$ cat config.mk
export PLATFORM = sky130hd
export DESIGN_NAME = sync_fifo
export DESIGN_NICKNAME = d
export VERILOG_FILES = /design/src/rtl/sync_fifo.sv
export SDC_FILE = /design/constraint.sdc
export NUM_CORES = 1
export LEC_CHECK = 0
export BUFFER_PORTS_ARGS = -buffer_cell sky130_fd_sc_hd__clkbuf_2
export CORE_MARGIN = 2
export CORE_UTILIZATION = 45
export DETAILED_ROUTE_END_ITERATION = 12
export PLACE_DENSITY = 0.61
export SYNTH_ARGS = -nofsm -noshare
export SYNTH_HDL_FRONTEND = slang
export SYNTH_SLANG_ARGS = --single-unit
$ cat constraint.sdc
create_clock -name clk -period 7.6 [get_ports clk]
set_input_delay 0.38 -clock clk [delete_from_list [all_inputs] [get_ports clk]]
set_output_delay 0.38 -clock clk [all_outputs]
set_load 0.005 [all_outputs]
$ cat src/rtl/sync_fifo.sv
// sync_fifo: single-clock FIFO with registered fill level, almost-full/almost-empty
// thresholds and sticky overflow/underflow error bits.
// Build option: define SYNC_FIFO_REGOUT_EN for a registered read port; the default
// build is show-ahead (rdata presents the head word combinationally).
module sync_fifo #(
    parameter int DSIZE      = 32,
    parameter int ASIZE      = 4,
    parameter int AFULL_LVL  = (1 << ASIZE) - 1,
    parameter int AEMPTY_LVL = 1
) (
    input  logic             clk,
    input  logic             rst_n,
    input  logic             winc,
    input  logic [DSIZE-1:0] wdata,
    output logic             wfull,
    output logic             awfull,
    input  logic             rinc,
    output logic [DSIZE-1:0] rdata,
    output logic             rempty,
    output logic             arempty,
    output logic [ASIZE:0]   level,
    input  logic             err_clr,
    output logic             overflow,
    output logic             underflow
);

    localparam int DEPTH = 1 << ASIZE;

    localparam logic [ASIZE:0]   DEPTH_L  = (ASIZE+1)'(DEPTH);
    localparam logic [ASIZE:0]   AFULL_L  = (ASIZE+1)'(AFULL_LVL);
    localparam logic [ASIZE:0]   AEMPTY_L = (ASIZE+1)'(AEMPTY_LVL);
    localparam logic [ASIZE:0]   LVL_ZERO = '0;
    localparam logic [ASIZE:0]   LVL_ONE  = (ASIZE+1)'(1);
    localparam logic [ASIZE-1:0] PTR_ONE  = ASIZE'(1);

    // Reject nonsensical configurations at elaboration.
    if (DSIZE < 1) begin : g_bad_dsize
        $error("sync_fifo: DSIZE must be >= 1");
    end
    if (ASIZE < 2) begin : g_bad_asize
        $error("sync_fifo: ASIZE must be >= 2");
    end
    if (AFULL_LVL < 1 || AFULL_LVL > DEPTH - 1) begin : g_bad_afull
        $error("sync_fifo: AFULL_LVL must be in 1..DEPTH-1");
    end
    if (AEMPTY_LVL < 1 || AEMPTY_LVL > DEPTH - 1) begin : g_bad_aempty
        $error("sync_fifo: AEMPTY_LVL must be in 1..DEPTH-1");
    end

    logic [DSIZE-1:0] mem [DEPTH];
    logic [ASIZE-1:0] wptr;
    logic [ASIZE-1:0] rptr;

    logic             push;
    logic             pop;
    logic [ASIZE:0]   level_nxt;

    // Acceptance is judged on the registered flags, so a simultaneous push and
    // pop on a full (empty) FIFO degrades to a pop (push) only.
    assign push = winc && !wfull;
    assign pop  = rinc && !rempty;

    // Next fill level from the accepted operations of this cycle.
    always_comb begin
        level_nxt = level;
        case ({push, pop})
            2'b10:   level_nxt = level + LVL_ONE;
            2'b01:   level_nxt = level - LVL_ONE;
            default: level_nxt = level;
        endcase
    end

    // Storage array; not reset, only accepted pushes write it.
    always_ff @(posedge clk) begin
        if (push) begin
            mem[wptr] <= wdata;
        end
    end

    // Pointers, level, flags and sticky errors; flags are decoded from the next level
    // so they change on the same edge as level itself.
    always_ff @(posedge clk or negedge rst_n) begin
        if (!rst_n) begin
            wptr      <= '0;
            rptr      <= '0;
            level     <= '0;
            rempty    <= 1'b1;
            wfull     <= 1'b0;
            awfull    <= 1'b0;
            arempty   <= 1'b0;
            overflow  <= 1'b0;
            underflow <= 1'b0;
        end else begin
            if (push) begin
                wptr <= wptr + PTR_ONE;
            end
            if (pop) begin
                rptr <= rptr + PTR_ONE;
            end
            level     <= level_nxt;
            rempty    <= (level_nxt == LVL_ZERO);
            wfull     <= (level_nxt == DEPTH_L);
            awfull    <= (level_nxt >= AFULL_L) && (level_nxt != DEPTH_L);
            arempty   <= (level_nxt != LVL_ZERO) && (level_nxt <= AEMPTY_L);
            // A new error in the same cycle as err_clr keeps the bit set.
            overflow  <= (winc && wfull)  || (overflow  && !err_clr);
            underflow <= (rinc && rempty) || (underflow && !err_clr);
        end
    end

`ifdef SYNC_FIFO_REGOUT_EN
    // Registered read port: capture the head word on the edge its pop is accepted.
    always_ff @(posedge clk or negedge rst_n) begin
        if (!rst_n) begin
            rdata <= '0;
        end else if (pop) begin
            rdata <= mem[rptr];
        end
    end
`else
    // Show-ahead read port: head word straight from the array, forced to zero while
    // empty so the output is stable and matches the reset value.
    assign rdata = rempty ? '0 : mem[rptr];
`endif

endmodule

==> flow_metrics.py, run 1 <==
metrics = {
    "run_status": {
        "status": "finished clean",
    },
    "clock_network": {
        "cts_tree": "done",
        "clk_pin_slew_ns": 0.06,
        "cts_resized": 0,
        "cts.path.max_buffers": 3,
        "cts_buffers": 53,
        "postCtsSetupBuffers": 0,
        "clock_sinks": 531,
        "htree_levels": 2,
        "root_buffer": "clkbuf_16",
        "clk_latency_ns": 0.58,
    },
    "power": {
        "seqPwrFrac_pct": 43.3,
        "ir_worst_vdd_v": 0.0004666,
        "swShare_pct": 28.01,
        "clkPwrFrac_pct": 28.3,
        "p_leak_nw": 7.492,
        "p_comb_share_pct": 28.4,
        "powerDensity_mw_per_mm2": 372.8,
        "p_int_w": 0.006257,
        "power_w": 0.008692,
        "switchingPower_w": 0.002435,
    },
    "floorplanning": {
        "start_util_pct": 45.44,
        "die_w_um": 217.6,
        "dieArea_mm2": 0.04735,
        "die_h_um": 217.6,
        "placementRows": 78,
        "ios": 80,
        "core-area_mm2": 0.04519,
    },
    "place": {
        "gp_congestion": 0.7101,
        "io_buffers": 79,
        "dp_hpwl_mm": 20.57,
    },
    "yosys": {
        "ys_ff_latch": 531,
        "syn_avg_cell_area_um2": 23.79,
        "synth_cells": 863,
        "yosysSeqAreaShare_pct": 77.20,
        "synth-edff-count": 512,
        "ys_types": 40,
        "yosysWarnings": 0,
        "netlist_area_mm2": 0.02053,
        "ys.flop_type": "edfxtp_1",
        "syn_nets": 908,
        "postSynth.asyncResetShare_pct": 3.578,
    },
    "critical_path": {
        "start_kind": "flip-flop",
        "cp_data_required_time_ns": 7.22,
        "rr_worst_depth": 9,
        "end_kind": "output pin",
        "crit_type": "flip-flop to output pin",
        "crit_arrival_ns": 3.67,
        "worstPathMaxFanout": 109,
    },
    "sta": {
        "fin_skew_ns": 0.01125,
        "setup_viol": 0,
        "rsz0062_at_grt": "false",
        "max_freq_mhz": 247.0,
        "max-slew-margin-rel_pct": 27.81,
        "layout_min_cycle_time_ns": 4.048,
        "tightest_slew_ns": 1.083,
        "drv_slew": 0,
        "period_share_pct": 53.26,
        "hold_violations": 0,
        "tns_ns": 0,
    },
    "drt": {
        "wl_per_cell_um": 25.95,
        "firstDrtPassIters": 7,
        "drt-total-wl_mm": 41.93,
        "ant_nets": 0,
        "vias_per_cell": 5.591,
        "drc_errors": 0,
        "drtIter0Drc": 659,
        "dr_total_vias": 9035,
    },
    "hold_path": {
        "whs_path_depth": 3,
        "hp-class": "input pin to flip-flop",
    },
    "cells_and_area": {
        "final_nets": 1018,
        "postLayoutCoreUtil_pct": 51.59,
        "final_cell_mix": "edfxtp_1 (512), mux4_2 (160), clkbuf_2 (79)",
        "drive_above_1_share_pct": 34.32,
        "areaGrowthSynthToFinish_pct": 13.54,
        "final_common_cell": "edfxtp_1",
    },
    "grt": {
        "antenna_found_initial": 3,
        "grt_pass1_vias": 9623,
        "grt_pass1_wl_mm": 62.64,
        "grt.total_usage_pct": 18.32,
        "grt_start_max_net_pins": 110,
        "grt_overflow": 0,
    },
    "job": {
        "cap_violations": 0,
    },
}
-- timing repair --
action | CTS | global route
hold endpoints to repair | 20 | 0
endpoints found under the setup margin | 0 | 0
hold buffers | 3 | 0
-- layout make-up --
type / count / area, um^2
multi-input cells: 276 / 4441
well taps: 600 / 750.7
repair buffers: 102 / 600.6
clock buffers: 65 / 1414
flip-flops and latches: 531 / 15860
fillers: 3509 / 21870
inverters: 9 / 33.78
diodes: 2 / 5.005
clock inverters: 31 / 206.4
-- stage by stage --
step                setup slack [ns]  instances  hold slack, ns  instance area, um^2
floorplan                      4.703        863         0.08441                20530
global placement               3.902       1515          0.3519                21660
detailed placement             3.803       1515          0.3655                21660
CTS                            3.505       1614         0.01073                23310
global route                   3.335       1615         0.06513                23310
finish                         3.552       1616         0.03561                23310
-- cell families after synthesis --
logic type	count (synthesis)	share of synthesized area [%]
AND/OR/NAND/NOR	80	2.364
AO/OA/AOI/OAI	15	0.5485
buffers and inverters	56	1.268
adder cells (fa/ha/maj)	8	0.4875
flip-flops	531	77.20
multiplexers	163	17.70
XOR/XNOR	10	0.4266
-- registers in the layout (all words and copies together) (netlist names) --
register	cells
rempty	1
arempty	1
awfull	1
rptr	4
overflow	1
underflow	1
level	5
mem	512
wfull	1
wptr	4
-- metal layers --
metal | GRT usage [%] | share of wire (%) | up-vias | routed length [um]
met1 | 25.22 | 43 | 4920 | 18240
met2 | 30.11 | 50 | 179 | 20980
met4 | 4.703 | 1.7 | 2 | 702
met3 | 3.821 | 4.8 | 53 | 1996
met5 | 0 | 0.031 | - | 13
li1 | - | - | 3881 | -
-- power groups by stage --
stage	sequential, W	combinational (W)	clock (W)
final	0.00376	0.00247	0.00246
after detailed placement	0.00383	0.00254	0
after floorplan	0.00368	0.00185	0
after CTS	0.00377	0.00255	0.00251
after global routing	0.00380	0.00270	0.00262
after global placement	0.00381	0.00252	0
-- cell usage after synthesis, types with 2 or more instances --
| library cell | n | area [um^2] |
|---|---|---|
| nand3_1 | 2 | 10.01 |
| ha_1 | 8 | 100.1 |
| and2_1 | 17 | 106.4 |
| buf_1 | 8 | 30.03 |
| nor3b_1 | 3 | 22.52 |
| mux2i_1 | 2 | 20.02 |
| nand4_1 | 2 | 12.51 |
| inv_1 | 9 | 33.78 |
| nor2b_1 | 34 | 212.7 |
| xnor2_1 | 7 | 61.31 |
| nor3_1 | 3 | 15.01 |
| o21ai_0 | 4 | 20.02 |
| nand3b_1 | 2 | 15.01 |
| buf_2 | 7 | 35.03 |
| nand2_1 | 6 | 22.52 |
| buf_4 | 11 | 82.58 |
| nor2_1 | 3 | 11.26 |
| edfxtp_1 | 512 | 15370 |
| or3_1 | 2 | 12.51 |
| dfrtp_1 | 18 | 450.4 |
| a211o_1 | 2 | 17.52 |
| xor2_1 | 3 | 26.28 |
| clkbuf_1 | 21 | 78.83 |
| and3_1 | 2 | 12.51 |
| mux4_2 | 160 | 3603 |
-- worst max-delay path, cell delays in order, from the launching register on --
cell and delay, ns:
dfrtp_4 0.73, buf_12 0.71, mux4_2 0.61, mux4_2 0.53, nor2b_1 0.17, clkbuf_2 0.16
-- path summary, 6_finish.rpt --
kind	startpoint	endpoint	slack [ns]
setup / recovery	rptr[0]	rdata[22]	3.55
hold / removal	rinc	underflow	0.04
setup reg to reg	rempty	awfull	3.80
hold reg to reg	wptr[3]	wptr[3]	0.53
max in group asynchronous	rst_n	rptr[0]	6.97
min in group asynchronous	rst_n	overflow	0.27
(Power assumes the default switching activity.)
==> run 2: changes to the inputs <==
==> constraint.sdc (replaced) <==
create_clock -name clk -period 4 [get_ports clk]
set_input_delay 0.2 -clock clk [delete_from_list [all_inputs] [get_ports clk]]
set_output_delay 0.2 -clock clk [all_outputs]
set_load 0.005 [all_outputs]
==> run 2 against run 1 <==
Utilization is 0.53 points higher. Global-route usage increased by 0.41 points. Combinational power grew 93%. Clock skew is 0.0015 ns higher.
==> flow_metrics.py, run 2 (synthesis gave the netlist of run 1 again) <==
metrics = {
    "grt": {
        "antenna_found_initial": 0,
        "grt.total_usage_pct": 18.73,
        "grt_pass1_wl_mm": 63.85,
        "grt_start_max_net_pins": 42,
        "grt_overflow": 0,
        "grt_pass1_vias": 9820,
    },
    "drt": {
        "dr_total_vias": 9181,
        "ant_nets": 0,
        "drt-total-wl_mm": 43.20,
        "drtIter0Drc": 851,
        "drc_errors": 0,
        "wl_per_cell_um": 26.36,
        "firstDrtPassIters": 5,
        "vias_per_cell": 5.602,
    },
    "place": {
        "placedCellCount": 1526,
        "dp_hpwl_mm": 23.11,
        "gp_congestion": 0.7093,
        "io_buffers": 79,
    },
    "sta": {
        "hold_violations": 0,
        "tightest_slew_ns": 0.7727,
        "rsz0062_at_grt": "false",
        "whs_ns": 0.02210,
        "layout_min_cycle_time_ns": 3.491,
        "period_share_pct": 87.28,
        "drv_slew": 0,
        "max-slew-margin-rel_pct": 48.48,
        "setup_viol": 0,
        "fin_skew_ns": 0.01280,
        "max_freq_mhz": 286.5,
        "tns_ns": 0,
    },
    "clock_network": {
        "postCtsSetupBuffers": 0,
        "clk_pin_slew_ns": 0.06,
        "root_buffer": "clkbuf_16",
        "cts_resized": 0,
        "ctsHoldBuffers": 13,
        "cts_buffers": 54,
        "clock_sinks": 531,
        "cts.path.max_buffers": 3,
        "htree_levels": 2,
        "cts_tree": "done",
        "clk_latency_ns": 0.59,
    },
    "floorplanning": {
        "core-area_mm2": 0.04519,
        "die_h_um": 217.6,
        "dieArea_mm2": 0.04735,
        "start_util_pct": 45.44,
        "placementRows": 78,
        "ios": 80,
        "die_w_um": 217.6,
    },
    "critical_path": {
        "crit_chain": "buf_4 > mux4_2 > mux4_2 > nor2b_1 > clkbuf_2",
        "end_kind": "output pin",
        "crit_slowest_cell": "dfrtp_4",
        "worstPathMaxFanout": 33,
        "crit_arrival_ns": 3.29,
        "cp_data_required_time_ns": 3.80,
        "start_kind": "flip-flop",
        "slowest_delay_ns": 0.89,
        "rr_worst_depth": 10,
        "crit_path_frequent_cell": "mux4_2",
        "crit_type": "flip-flop to output pin",
    },
    "power": {
        "p_leak_nw": 7.619,
        "ir_worst_vdd_v": 0.0003832,
        "powerDensity_mw_per_mm2": 708.7,
    },
    "hold_path": {
        "whs_path_depth": 1,
        "hp-class": "input pin to flip-flop",
    },
    "cells_and_area": {
        "antenna_cells": 0,
        "final_cell_mix": "edfxtp_1 (512), mux4_2 (160), clkbuf_2 (79)",
        "final_cells": 1639,
        "postLayoutCoreUtil_pct": 52.12,
        "largest_register": "mem",
        "final_common_cell": "edfxtp_1",
        "areaGrowthSynthToFinish_pct": 14.71,
        "drive_above_1_share_pct": 35.42,
        "largest_reg_flops": 512,
        "final_nets": 1040,
        "top_regs": "mem (512), level (5)",
    },
    "run_status": {
        "status": "finished clean",
    },
    "job": {
        "cap_violations": 0,
    },
}
-- run 2: critical path: cells and delay by family, from the launching register on --
family	cells	cell delay, ns
and+or+nand+nor	1	0.16
buffers and inverters	2	0.57
DFF	1	0.89
muxes	2	1.02
-- run 2: where the power goes --
group          total [W]  leakage [nW]  internal (W)  switching, W
combinational    0.00476          1.97       0.00256       0.00220
sequential       0.00725          4.85       0.00675      0.000506
clock            0.00468         0.802       0.00264       0.00203
-- run 2: final cells by class --
type,instances,area (um^2)
Clock inverter,33,211.5
Fill cell,3495,21630
Sequential cell,531,15860
Tap cell,600,750.7
Multi-Input combinational cell,276,4441
Clock buffer,67,1421
Timing Repair Buffer,123,833.3
Inverter,9,33.78
-- run 2: path summary, 6_finish.rpt --
| check | startpoint | end | slack [ns] |
|---|---|---|---|
| worst max-delay path | rptr[0] | rdata[31] | 0.51 |
| worst min-delay path | wdata[10] | mem[4][10] | 0.02 |
| worst max register to register | wfull | awfull | 0.80 |
| worst min register to register | underflow | underflow | 0.53 |
| max in group asynchronous | rst_n | rptr[2] | 3.53 |
| min in group asynchronous | rst_n | level[4] | 0.10 |
-- run 2: per-layer routing --
| metal | part of all wire [%] | global-route usage [%] | up-vias |
|---|---|---|---|
| met3 | 4.4 | 2.873 | 60 |
| met1 | 44 | 26.37 | 4997 |
| li1 | - | - | 3927 |
| met4 | 2.0 | 5.388 | 0 |
| met2 | 50 | 30.67 | 197 |
| met5 | 0 | 0 | - |
-- run 2: per-stage QoR --
step / power (W) / setup WS, ns / cell area (um^2)
floorplan: 0.01051 / 1.103 / 20530
global placement: 0.01220 / 0.8618 / 21790
detailed placement: 0.01227 / 0.8012 / 21790
CTS: 0.01695 / 0.4006 / 23550
global route: 0.01746 / 0.3232 / 23550
finish: 0.01669 / 0.5090 / 23550
==> run 3: changes to the inputs <==
--- a/config.mk
+++ b/config.mk
@@ -10,6 +10,7 @@
 export CORE_UTILIZATION = 45
 export DETAILED_ROUTE_END_ITERATION = 12
 export PLACE_DENSITY = 0.61
+export REMOVE_ABC_BUFFERS = 1
 export SYNTH_ARGS = -nofsm -noshare
 export SYNTH_HDL_FRONTEND = slang
 export SYNTH_SLANG_ARGS = --single-unit
==> run 3 against run 2 <==
Global-route usage shrank 0.081 points. Sequential share of layout area down 0.84 points. Worst hold slack got worse by 0.0021 ns. Sequential power hardly changed. Combinational power about the same. Clock power rose by 11%. Critical path type unchanged. Critical endpoint is now rdata[30].
==> flow_metrics.py, run 3 (synthesis gave the netlist of run 1 again) <==
metrics = {
    "clock_network": {
        "cts_buffers": 53,
        "postCtsSetupBuffers": 0,
        "clk_pin_slew_ns": 0.06,
        "clock_sinks": 531,
        "htree_levels": 2,
        "cts_tree": "done",
        "clk_latency_ns": 0.60,
        "cts.path.max_buffers": 3,
        "root_buffer": "clkbuf_16",
    },
    "grt": {
        "antenna_found_initial": 1,
        "grt_start_max_net_pins": 49,
        "grt_pass1_vias": 9758,
        "grt.total_usage_pct": 18.65,
        "grt_overflow": 0,
        "grt_pass1_wl_mm": 63.99,
    },
    "sta": {
        "fin_skew_ns": 0.008122,
        "whs_ns": 0.01996,
        "max-slew-margin-rel_pct": 47.34,
        "hold_violations": 0,
        "rsz0062_at_grt": "false",
        "max_freq_mhz": 291.4,
        "layout_min_cycle_time_ns": 3.431,
        "tightest_slew_ns": 0.7900,
        "period_share_pct": 85.79,
        "setup_viol": 0,
        "drv_slew": 0,
        "tns_ns": 0,
    },
    "critical_path": {
        "start_kind": "flip-flop",
        "end_kind": "output pin",
        "crit_chain": "buf_4 > mux4_2 > mux4_2 > nor2b_1 > clkbuf_2",
        "slowest_delay_ns": 0.84,
        "crit_path_frequent_cell": "mux4_2",
        "worstPathMaxFanout": 28,
        "cp_data_required_time_ns": 3.80,
        "crit_type": "flip-flop to output pin",
        "crit_arrival_ns": 3.23,
        "crit_slowest_cell": "dfrtp_4",
    },
    "cells_and_area": {
        "final_cell_mix": "edfxtp_1 (512), mux4_2 (160), clkbuf_2 (79)",
        "postLayoutCoreUtil_pct": 52.78,
        "final_nets": 1048,
        "nFillCells": 3468,
        "largest_register": "mem",
        "drive_above_1_share_pct": 36.07,
        "top_regs": "mem (512), level (5)",
        "areaGrowthSynthToFinish_pct": 16.15,
        "fin_area_mm2": 0.02385,
        "antenna_cells": 0,
        "final_common_cell": "edfxtp_1",
        "largest_reg_flops": 512,
    },
    "place": {
        "dpl_cell_area_mm2": 0.02187,
        "gp_congestion": 0.7210,
        "io_buffers": 79,
        "dp_hpwl_mm": 23.57,
    },
    "hold_path": {
        "hp-class": "input pin to flip-flop",
    },
    "job": {
        "cap_violations": 0,
    },
    "drt": {
        "vias_per_cell": 5.610,
        "drc_errors": 0,
        "dr_total_vias": 9245,
        "firstDrtPassIters": 5,
        "drtIter0Drc": 880,
        "wl_per_cell_um": 25.91,
        "drt-total-wl_mm": 42.70,
        "ant_nets": 0,
    },
    "floorplanning": {
        "die_h_um": 217.6,
        "dieArea_mm2": 0.04735,
        "core-area_mm2": 0.04519,
        "die_w_um": 217.6,
        "placementRows": 78,
        "start_util_pct": 45.44,
        "ios": 80,
    },
    "power": {
        "p_leak_nw": 7.764,
        "ir_worst_vdd_v": 0.0004267,
        "powerDensity_mw_per_mm2": 722.1,
    },
    "run_status": {
        "status": "finished clean",
    },
}
==> run 3: cell count changes in the layout (fill, tap and decap cells not counted) <==
| cell | before | now |
|---|---|---|
| inv_8 | 1 | 0 |
| clkinvlp_4 | 2 | 1 |
| buf_4 | 25 | 30 |
| clkinv_1 | 15 | 17 |
| dlygate4sd3_1 | 13 | 15 |
| clkinv_2 | 12 | 8 |
| buf_12 | 6 | 8 |
| bufinv_16 | 2 | 10 |
| clkinv_4 | 0 | 1 |
| clkbuf_1 | 12 | 7 |
==> run 3: critical path: cells and delay by family, from the launching register on <==
| kind | cells | cell delay (ns) |
|---|---|---|
| buffers and inverters | 2 | 0.59 |
| and+or+nand+nor | 1 | 0.14 |
| DFF | 1 | 0.84 |
| muxes | 2 | 1.05 |
==> run 3: timing repair <==
item,CTS,global route
hold buffers,15,0
endpoints found under the hold margin,161,0
gates resized for setup,0,0
==> run 3: worst paths after layout <==
kind / from / end / slack [ns] / depth (start not counted)
min in group asynchronous: rst_n / overflow / 0.10 / 2
max reg2reg: wfull / awfull / 0.79 / 10
max: rptr[0] / rdata[30] / 0.57 / 5
min reg2reg: underflow / underflow / 0.53 / 2
max in group asynchronous: rst_n / rptr[0] / 3.51 / 2
min: wdata[27] / mem[3][27] / 0.02 / 1
==> run 3: layout make-up <==
class / instances / area (um^2) / area share (%)
inverters: 9 / 33.78 / 0.1417
clock inverters: 38 / 429.2 / 1.799
clock buffers: 62 / 1403 / 5.881
well taps: 600 / 750.7 / 3.148
repair buffers: 132 / 930.9 / 3.903
flip-flops and latches: 531 / 15860 / 66.51
multi-input cells: 276 / 4441 / 18.62
==> run 3: power by group <==
part | internal, W | switching, W
logic | 0.00258 | 0.00220
registers | 0.00674 | 0.000494
clock network | 0.00314 | 0.00206
total | 0.0125 | 0.00475
==> run 3: per-stage QoR <==
| step | setup WS (ns) | std cells | power [W] |
|---|---|---|---|
| 3_5_place_dp | 0.7772 | 1533 | 0.01226 |
| 3_3_place_gp | 0.9074 | 1533 | 0.01221 |
| 4_1_cts | 0.4594 | 1648 | 0.01748 |
| 6_report | 0.5685 | 1648 | 0.01722 |
| 5_1_grt | 0.3808 | 1648 | 0.01800 |
| 2_1_floorplan | -2.448 | 816 | 0.01058 |
==> run 3: routing by layer <==
layer  GRT usage [%]  vias up  routed length (um)  share of wire [%]
met5               0        -                  13              0.030
met4           4.954        2                 737                1.7
met3           2.887       62                2105                4.9
met2           30.38      240               21170                 50
met1           26.55     4998               18670                 44
li1                -     3943                   -                  -
